### src/rtl/ila_readout_ctrl_if.sv
// Valid/ready stream that carries ila_core buffer words out of ila_readout_ctrl.
interface ila_readout_ctrl_if #(
    parameter int DATA_W = 32
);
    logic              m_valid;
    logic [DATA_W-1:0] m_data;
    logic              m_last;
    logic              m_ready;

    modport master (output m_valid, output m_data, output m_last, input m_ready);
    modport slave  (input m_valid, input m_data, input m_last, output m_ready);
endinterface

### src/rtl/ila_readout_ctrl.sv
// Clear/capture/readout sequencer for one ila_core; streams the buffer sample-major, word 0 first.
// Optional ARM-state capture timeout is enabled by defining ILA_RDCTRL_TIMEOUT_EN.
module ila_readout_ctrl #(
    parameter  int DATA_W    = 32,
    parameter  int BUFFER_W  = 8,
    parameter  int SIGNAL_W  = 64,
    parameter  int TIMEOUT_W = 16,
    localparam int N_WORDS   = (SIGNAL_W + DATA_W - 1) / DATA_W,
    localparam int SEL_W     = (N_WORDS > 1) ? $clog2(N_WORDS) : 1
) (
    input  logic                 clk,
    input  logic                 rst,
    input  logic                 start,
    input  logic                 abort,
    input  logic [BUFFER_W-1:0]  n_samples,
    input  logic [TIMEOUT_W-1:0] timeout_lim,
    input  logic [BUFFER_W-1:0]  ila_samples,
    input  logic [DATA_W-1:0]    ila_value,
    output logic [BUFFER_W-1:0]  ila_index,
    output logic [SEL_W-1:0]     ila_value_select,
    output logic                 ila_rst_soft,
    output logic                 busy,
    output logic                 done,
    output logic                 timed_out,
    ila_readout_ctrl_if.master   m_if
);

    typedef enum logic [2:0] {
        S_IDLE, S_CLEAR, S_ARM, S_ADDR, S_FETCH, S_SEND, S_DONE
    } state_t;

    state_t              r_state, w_state_nxt;
    logic [BUFFER_W-1:0] r_n_req, r_idx, r_index;
    logic [SEL_W-1:0]    r_word, r_sel;
    logic [DATA_W-1:0]   r_m_data;
    logic                r_m_valid, r_m_last, r_timed_out;

    logic                w_samples_ok, w_timeout, w_arm_timeout;
    logic                w_word_wrap, w_last_word;
    logic [BUFFER_W-1:0] w_idx_nxt;
    logic [SEL_W-1:0]    w_word_nxt;

    assign w_samples_ok  = (ila_samples >= r_n_req);
    assign w_arm_timeout = (r_n_req != '0) && !w_samples_ok && w_timeout;
    assign w_word_wrap   = (r_word == SEL_W'(N_WORDS - 1));
    assign w_last_word   = (r_idx == r_n_req - 1'b1) && w_word_wrap;
    assign w_word_nxt    = w_word_wrap ? '0 : r_word + 1'b1;
    assign w_idx_nxt     = w_word_wrap ? r_idx + 1'b1 : r_idx;

`ifdef ILA_RDCTRL_TIMEOUT_EN
    logic [TIMEOUT_W-1:0] r_tmo_lim, r_tmo_cnt;

    always_ff @(posedge clk or posedge rst) begin
        if (rst) begin
            r_tmo_lim <= '0;
            r_tmo_cnt <= '0;
        end else begin
            if (r_state == S_IDLE && start && !abort)
                r_tmo_lim <= timeout_lim;
            r_tmo_cnt <= (r_state == S_ARM) ? r_tmo_cnt + 1'b1 : '0;
        end
    end

    // A zero limit disables the timeout; the count cannot wrap before a nonzero limit is hit.
    assign w_timeout = (r_tmo_lim != '0) && (r_tmo_cnt == r_tmo_lim);
`else
    logic w_unused_timeout_lim;
    assign w_unused_timeout_lim = ^timeout_lim;
    assign w_timeout = 1'b0;
`endif

    always_ff @(posedge clk or posedge rst) begin
        if (rst) begin
            r_state <= S_IDLE;
        end else begin
            r_state <= w_state_nxt;
        end
    end

    // NOTE: every output of an always_comb gets a default first, so no path can infer a latch.
    always_comb begin
        w_state_nxt = r_state;
        case (r_state)
            S_IDLE:  if (start) w_state_nxt = S_CLEAR;
            S_CLEAR: w_state_nxt = S_ARM;
            S_ARM: begin
                if (r_n_req == '0)
                    w_state_nxt = S_DONE;
                else if (w_samples_ok)
                    w_state_nxt = S_ADDR;
                else if (w_arm_timeout)
                    w_state_nxt = (ila_samples == '0) ? S_DONE : S_ADDR;
            end
            S_ADDR:  w_state_nxt = S_FETCH;
            S_FETCH: w_state_nxt = S_SEND;
            S_SEND:  if (m_if.m_ready) w_state_nxt = r_m_last ? S_DONE : S_ADDR;
            S_DONE:  w_state_nxt = S_IDLE;
            default: w_state_nxt = S_IDLE;
        endcase
        if (abort)
            w_state_nxt = S_IDLE;
    end

    // NOTE: sequential state uses non-blocking assignments so every register samples pre-edge values.
    always_ff @(posedge clk or posedge rst) begin
        if (rst) begin
            r_n_req     <= '0;
            r_idx       <= '0;
            r_word      <= '0;
            r_index     <= '0;
            r_sel       <= '0;
            r_m_data    <= '0;
            r_m_valid   <= 1'b0;
            r_m_last    <= 1'b0;
            r_timed_out <= 1'b0;
        end else if (abort) begin
            r_m_valid <= 1'b0;
            r_m_last  <= 1'b0;
        end else begin
            case (r_state)
                S_IDLE: if (start) r_n_req <= n_samples;
                S_CLEAR: begin
                    r_idx       <= '0;
                    r_word      <= '0;
                    r_timed_out <= 1'b0;
                end
                S_ARM: begin
                    if (w_arm_timeout) begin
                        r_n_req     <= ila_samples;
                        r_timed_out <= 1'b1;
                    end
                    if (w_state_nxt == S_ADDR) begin
                        r_index <= r_idx;
                        r_sel   <= r_word;
                    end
                end
                S_FETCH: begin
                    r_m_data  <= ila_value;
                    r_m_valid <= 1'b1;
                    r_m_last  <= w_last_word;
                end
                S_SEND: begin
                    if (m_if.m_ready) begin
                        r_m_valid <= 1'b0;
                        r_m_last  <= 1'b0;
                        // Address moves on the handshake so the core has ADDR+FETCH to settle.
                        if (!r_m_last) begin
                            r_idx   <= w_idx_nxt;
                            r_word  <= w_word_nxt;
                            r_index <= w_idx_nxt;
                            r_sel   <= w_word_nxt;
                        end
                    end
                end
                default: ;
            endcase
        end
    end

    assign ila_index        = r_index;
    assign ila_value_select = r_sel;
    assign ila_rst_soft     = (r_state == S_CLEAR);
    assign busy             = (r_state != S_IDLE);
    assign done             = (r_state == S_DONE);
    assign timed_out        = r_timed_out;
    assign m_if.m_valid     = r_m_valid;
    assign m_if.m_data      = r_m_data;
    assign m_if.m_last      = r_m_last;

endmodule

### src/flat_wrapper.sv
// flat-port wrapper written by rule: the top's interface ports become plain ports
module ila_readout_ctrl_flat 
#(
    parameter  int DATA_W    = 32,
    parameter  int BUFFER_W  = 8,
    parameter  int SIGNAL_W  = 64,
    parameter  int TIMEOUT_W = 16,
    localparam int N_WORDS   = (SIGNAL_W + DATA_W - 1) / DATA_W,
    localparam int SEL_W     = (N_WORDS > 1) ? $clog2(N_WORDS) : 1
)
  (clk, rst, start, abort, n_samples, timeout_lim, ila_samples, ila_value, ila_index, ila_value_select, ila_rst_soft, busy, done, timed_out, m_if_m_valid, m_if_m_data, m_if_m_last, m_if_m_ready);
  ila_readout_ctrl_if #(.DATA_W(DATA_W)) m_if_i ();
  input  logic clk;
  input  logic rst;
  input  logic start;
  input  logic abort;
  input  logic [BUFFER_W-1:0] n_samples;
  input  logic [TIMEOUT_W-1:0] timeout_lim;
  input  logic [BUFFER_W-1:0] ila_samples;
  input  logic [DATA_W-1:0] ila_value;
  output logic [BUFFER_W-1:0] ila_index;
  output logic [SEL_W-1:0] ila_value_select;
  output logic ila_rst_soft;
  output logic busy;
  output logic done;
  output logic timed_out;
  output wire logic [$bits(m_if_i.m_valid)-1:0] m_if_m_valid;
  output wire logic [$bits(m_if_i.m_data)-1:0] m_if_m_data;
  output wire logic [$bits(m_if_i.m_last)-1:0] m_if_m_last;
  input wire logic [$bits(m_if_i.m_ready)-1:0] m_if_m_ready;
  assign m_if_m_valid = m_if_i.m_valid;
  assign m_if_m_data = m_if_i.m_data;
  assign m_if_m_last = m_if_i.m_last;
  assign m_if_i.m_ready = m_if_m_ready;
  ila_readout_ctrl #(.DATA_W(DATA_W), .BUFFER_W(BUFFER_W), .SIGNAL_W(SIGNAL_W), .TIMEOUT_W(TIMEOUT_W)) u_core (.clk(clk), .rst(rst), .start(start), .abort(abort), .n_samples(n_samples), .timeout_lim(timeout_lim), .ila_samples(ila_samples), .ila_value(ila_value), .ila_index(ila_index), .ila_value_select(ila_value_select), .ila_rst_soft(ila_rst_soft), .busy(busy), .done(done), .timed_out(timed_out), .m_if(m_if_i));
endmodule
### config.mk
export PLATFORM = sky130hd
export DESIGN_NAME = ila_readout_ctrl_flat
export DESIGN_NICKNAME = d
export VERILOG_FILES = /design/src/rtl/ila_readout_ctrl_if.sv /design/src/rtl/ila_readout_ctrl.sv /design/src/flat_wrapper.sv
export SDC_FILE = /design/constraint.sdc
export NUM_CORES = 1
export LEC_CHECK = 0
export ABC_AREA = 1
export CORE_UTILIZATION = 41
export DETAILED_ROUTE_END_ITERATION = 8
export HOLD_SLACK_MARGIN = 0.03
export PLACE_DENSITY = 0.88
export SYNTH_ARGS = -nofsm -noshare
export SYNTH_HDL_FRONTEND = slang
export SYNTH_SLANG_ARGS = --single-unit
export TNS_END_PERCENT = 5
### constraint.sdc
create_clock -name clk -period 2.25 [get_ports clk]
set_clock_uncertainty 0.15 [all_clocks]
set_input_delay 0.45 -clock clk [delete_from_list [all_inputs] [get_ports clk]]
set_output_delay 0.45 -clock clk [all_outputs]
set_load 0.005 [all_outputs]
==> results, run 1 <==
- The launching point of the worst reg2reg path is u_core.r_n_req[0].
- The final-stage net count is 540.
- After synthesis the cells add up to 3230 sq um.
- The post-route netlist has 15.5% of its cells at a drive strength greater than 1.
- 116 I/O pins were placed.
- The average routed wire per standard cell is 13.8 um.
- The instance count of the mapped netlist is 351.
- The worst path in the final design needs a cycle of 2090 ps, including I/O delays and setup.
- The routed wire length is 7800 um.
- The total power draw is 4.67 mW.
- The clock tree buffer depth is 2.
- The simple-gate share of the synthesized area is 20.5%.
- The required time at the worst-slack endpoint is 1650 ps.
- The DRC violation count after routing is 0.
- Hold is met by 325 ps.
- Buffers placed on the I/O ports in this run total 98.
- By startpoint and endpoint, the worst setup path is classified as reg -> out.
- Entering global routing, the biggest net connects 64 pins.
- The initial antenna violation count is 0.
- The detailed router placed 2794 vias in this run.
- The count of placed standard cells in the final layout, fillers left out is 564.
- For this run, the slowest stage of the critical path takes 470 ps.
- Of the synthesized area, sequential elements account for 48.9%.
- The floorplan die width is 90.7 um.
- Summing the areas of all fa, ha and maj instances in the mapped netlist gives 4.27% of the synthesized area.
- In the layout the commonest cells are 96 x clkdlybuf4s50_1, 86 x nand2_1, 62 x dfrtp_1.
- The first global-routing pass estimated 13300 um of wire.
- The critical path startpoint is u_core.r_state[0].
- The worst hold path belongs to the class in -> async.
- The latest clock arrival within the worst-skew pair is 350 ps.
- The number of search-and-repair iterations in the first detailed-routing pass is 4.
- The max-slew violation count is 0.
- Counting flops with a built-in enable in the synthesized netlist gives 0.
- For the worst flop-to-flop path, the logic depth is 12.
- The starting utilization of the core area is 43.5%.
- 0 antenna diodes ended up in the layout.
- The worst setup path is captured at an output port.
- The floorplan step set the die height to 90.7 um.
- Routability-driven placement finished with a final weighted congestion of 0.834.
- In this run the worst setup path terminates at busy.
- After detailed placement, the design holds a cell count of 548.
- The via-per-instance ratio is 4.95.
- The synthesized design spends more area on one cell type than any other, namely dfrtp_1.
- The distinct cell type count of the synthesized netlist is 30.
- The layout has 568 filler cells.
- The synthesized area divided by synthesized cell count is 9.19 sq um.
- In this run, CTS created clock tree buffers numbering 9.
- The endpoint identified for the worst register-to-register timing path is u_core.ila_index[6].
- By area the synthesized netlist is led by dfrtp_1 49%, mux2_2 11%, nand2_1 10%.
- Setup violations remaining at the end of the flow were counted as 0.
- The total congestion overflow is 0.
- The most frequent standard cell in the layout excluding fill and tap cells is clkdlybuf4s50_1.
- In this run the register-to-register setup slack is 220 ps.
- Summing all multi-input logic gate instances after layout gives 1470 sq um.
- The flip-flop and latch count after synthesis is 63.
- The data arrival time of the worst path is 1490 ps.
- Based on the critical path, the design can be clocked at up to 478 MHz.
- The number of nets handed over by synthesis was 431.
- The level count of the clock H-tree is 3.
- Setup repair after global routing left no endpoint under its margin.
- The most used flip-flop cell after synthesis is dfrtp_1.
- Of the total synthesized cell area, the portion taken by XOR and XNOR cells is 2.17%.
- Of the available clock period, the critical path in the final layout requires 93.0%.
- The count of synthesis-stage warnings from yosys is 0.
- Summed over all cells, the static leakage comes to 2.20 nW.
- The count of maximum capacitance violations is 0.
- The share of the synthesized area in compound gates (AO/OA/AOI/OAI) is 7.10%.
- The wire-length estimate of the detail-placed layout is 5850 um.
- Compared with the post-synthesis result, the final layout area differs by 44.2%.
- The combined global-route utilization of all metal layers is 20.5%.
- The number of buffers inserted by post-CTS setup repair is 0.
- The clock-pin slew on the worst setup and hold paths is 70 ps.
- The number of placement rows is 31.
- In this run, the number of DRC markers left after iteration 0 of detailed routing was 151.
- The cell area power density is 1000 nW/um^2.
- The number of resized instances in the post-cts repair step is 3.
- The flip-flop and latch area is 1580 sq um.
- TritonCTS built the clock tree.
- The tree built by TritonCTS fans out to 63 sinks.
- The largest vdd supply drop is 0.000725 V.
- The run finished with clean final reports.
- The main combinational cell family by area after synthesis is simple AND/OR/NAND/NOR gates.
- The root buffer cell chosen for the clock tree is clkbuf_8.
- The worst-path maximum fanout is 7.
- In the synthesized netlist, mux cells make up 11.2% of the area.
- The area fraction of the dominant cell type after synthesis is 48.9%.
- The number of hold violations in the final report is 0.
- The via count of the first global-routing pass is 2985.
- The total area inside the core boundary comes to 7410 sq um.
- For this design, the CTS-stage hold fixing added 0 buffers.
- The critical path goes through nor2_1 -> nand2_1 -> clkdlybuf4s50_1.
- The detail route stage leaves a number of antenna-violating nets equal to 0.
- The cell at the slowest stage of the critical path is clkdlybuf4s50_1.
- STA classifies the critical path startpoint as a flop.
- The async set-or-reset flop fraction in the synthesized netlist is 100%.
- The die outline area is 8230 sq um.
through the flow:
stage / utilization, % / setup WS (ps) / setup TNS [ps] / area, sq um
after floorplan: - / 80.3 / 0 / 3230
after global placement: 59.1 / -71.5 / -595 / 4380
after global routing: 62.8 / 27.0 / 0 / 4650
final: 62.8 / 158 / 0 / 4650
after CTS: 62.6 / 39.0 / 0 / 4640
after detailed placement: 59.1 / -167 / -1320 / 4380
where the power goes:
part	internal (mW)	leakage [nW]	switching (mW)
logic	1.01	1.26	0.656
clock network	0.846	0.126	0.444
registers	1.49	0.818	0.219
total	3.35	2.20	1.32
area by class of cell:
| class | count | share of cell area, % |
|---|---|---|
| multi-input combinational | 246 | 31.6 |
| inverter | 31 | 2.50 |
| clock inverter | 6 | 2.85 |
| timing repair buffer | 109 | 23.7 |
| clock buffer | 10 | 2.74 |
| tap | 99 | 2.66 |
| sequential | 63 | 33.9 |
registers in the layout, summed over array words and instances, names as in the netlist:
register                 cells
u_core.m_if.m_data          32
u_core.ila_index             8
u_core.r_idx                 8
u_core.r_n_req               8
u_core.r_state               3
u_core.ila_value_select      1
u_core.m_if.m_last           1
u_core.m_if.m_valid          1
u_core.r_word                1
worst min-delay path by stage:
stage / endpoint / cells after the start
after floorplan: u_core.ila_index[0] / 2
after global placement: u_core.ila_index[2] / 2
after detailed placement: u_core.m_if.m_valid / 2
after CTS: u_core.ila_index[3] / 2
after global routing: u_core.ila_index[3] / 2
final: u_core.m_if.m_data[17] / 3
cell families (layout without fill, tap and decap cells):
logic type / after synthesis / after routing
simple gates: 154 / 154
fa+ha+maj: 11 / 11
xor+xnor: 8 / 8
mux: 32 / 32
buf+inv: 42 / 156
other cells: 1 / 1
compound gates: 40 / 40
flops: 63 / 63
cell usage after synthesis (3+ instances only):
master / instances
a21oi_1: 15
buf_4: 5
dfrtp_1: 63
ha_1: 11
inv_1: 29
mux2_2: 32
nand2_1: 86
nand2_2: 3
nand3_1: 23
nand4_1: 7
nor2_1: 28
nor3_1: 3
o21ai_0: 19
xor2_1: 6
worst max-delay path: cells and delay by family (launching register included):
kind / cells / cell delay [ps]
buffers and inverters: 1 / 470
flip-flops: 1 / 460
AND/OR/NAND/NOR: 2 / 220
routing by layer:
| layer | routed length [um] | vias up | track usage [%] |
|---|---|---|---|
| met1 | 3050 | 1319 | 21.7 |
| met2 | 4000 | 88 | 35.9 |
| met4 | 191 | 0 | 11.4 |
| met3 | 560 | 20 | 6.73 |
| li1 | - | 1367 | - |
| met5 | 0 | - | 0 |
(Power assumes the default switching activity.)
==> run 2, diff against run 1 <==
--- a/config.mk
+++ b/config.mk
@@ -13,4 +13,4 @@
 export SYNTH_ARGS = -nofsm -noshare
 export SYNTH_HDL_FRONTEND = slang
 export SYNTH_SLANG_ARGS = --single-unit
-export TNS_END_PERCENT = 5
+export TNS_END_PERCENT = 20
==> results of run 2 <==
The final DEF is identical to that of run 1; final timing and power are the same.
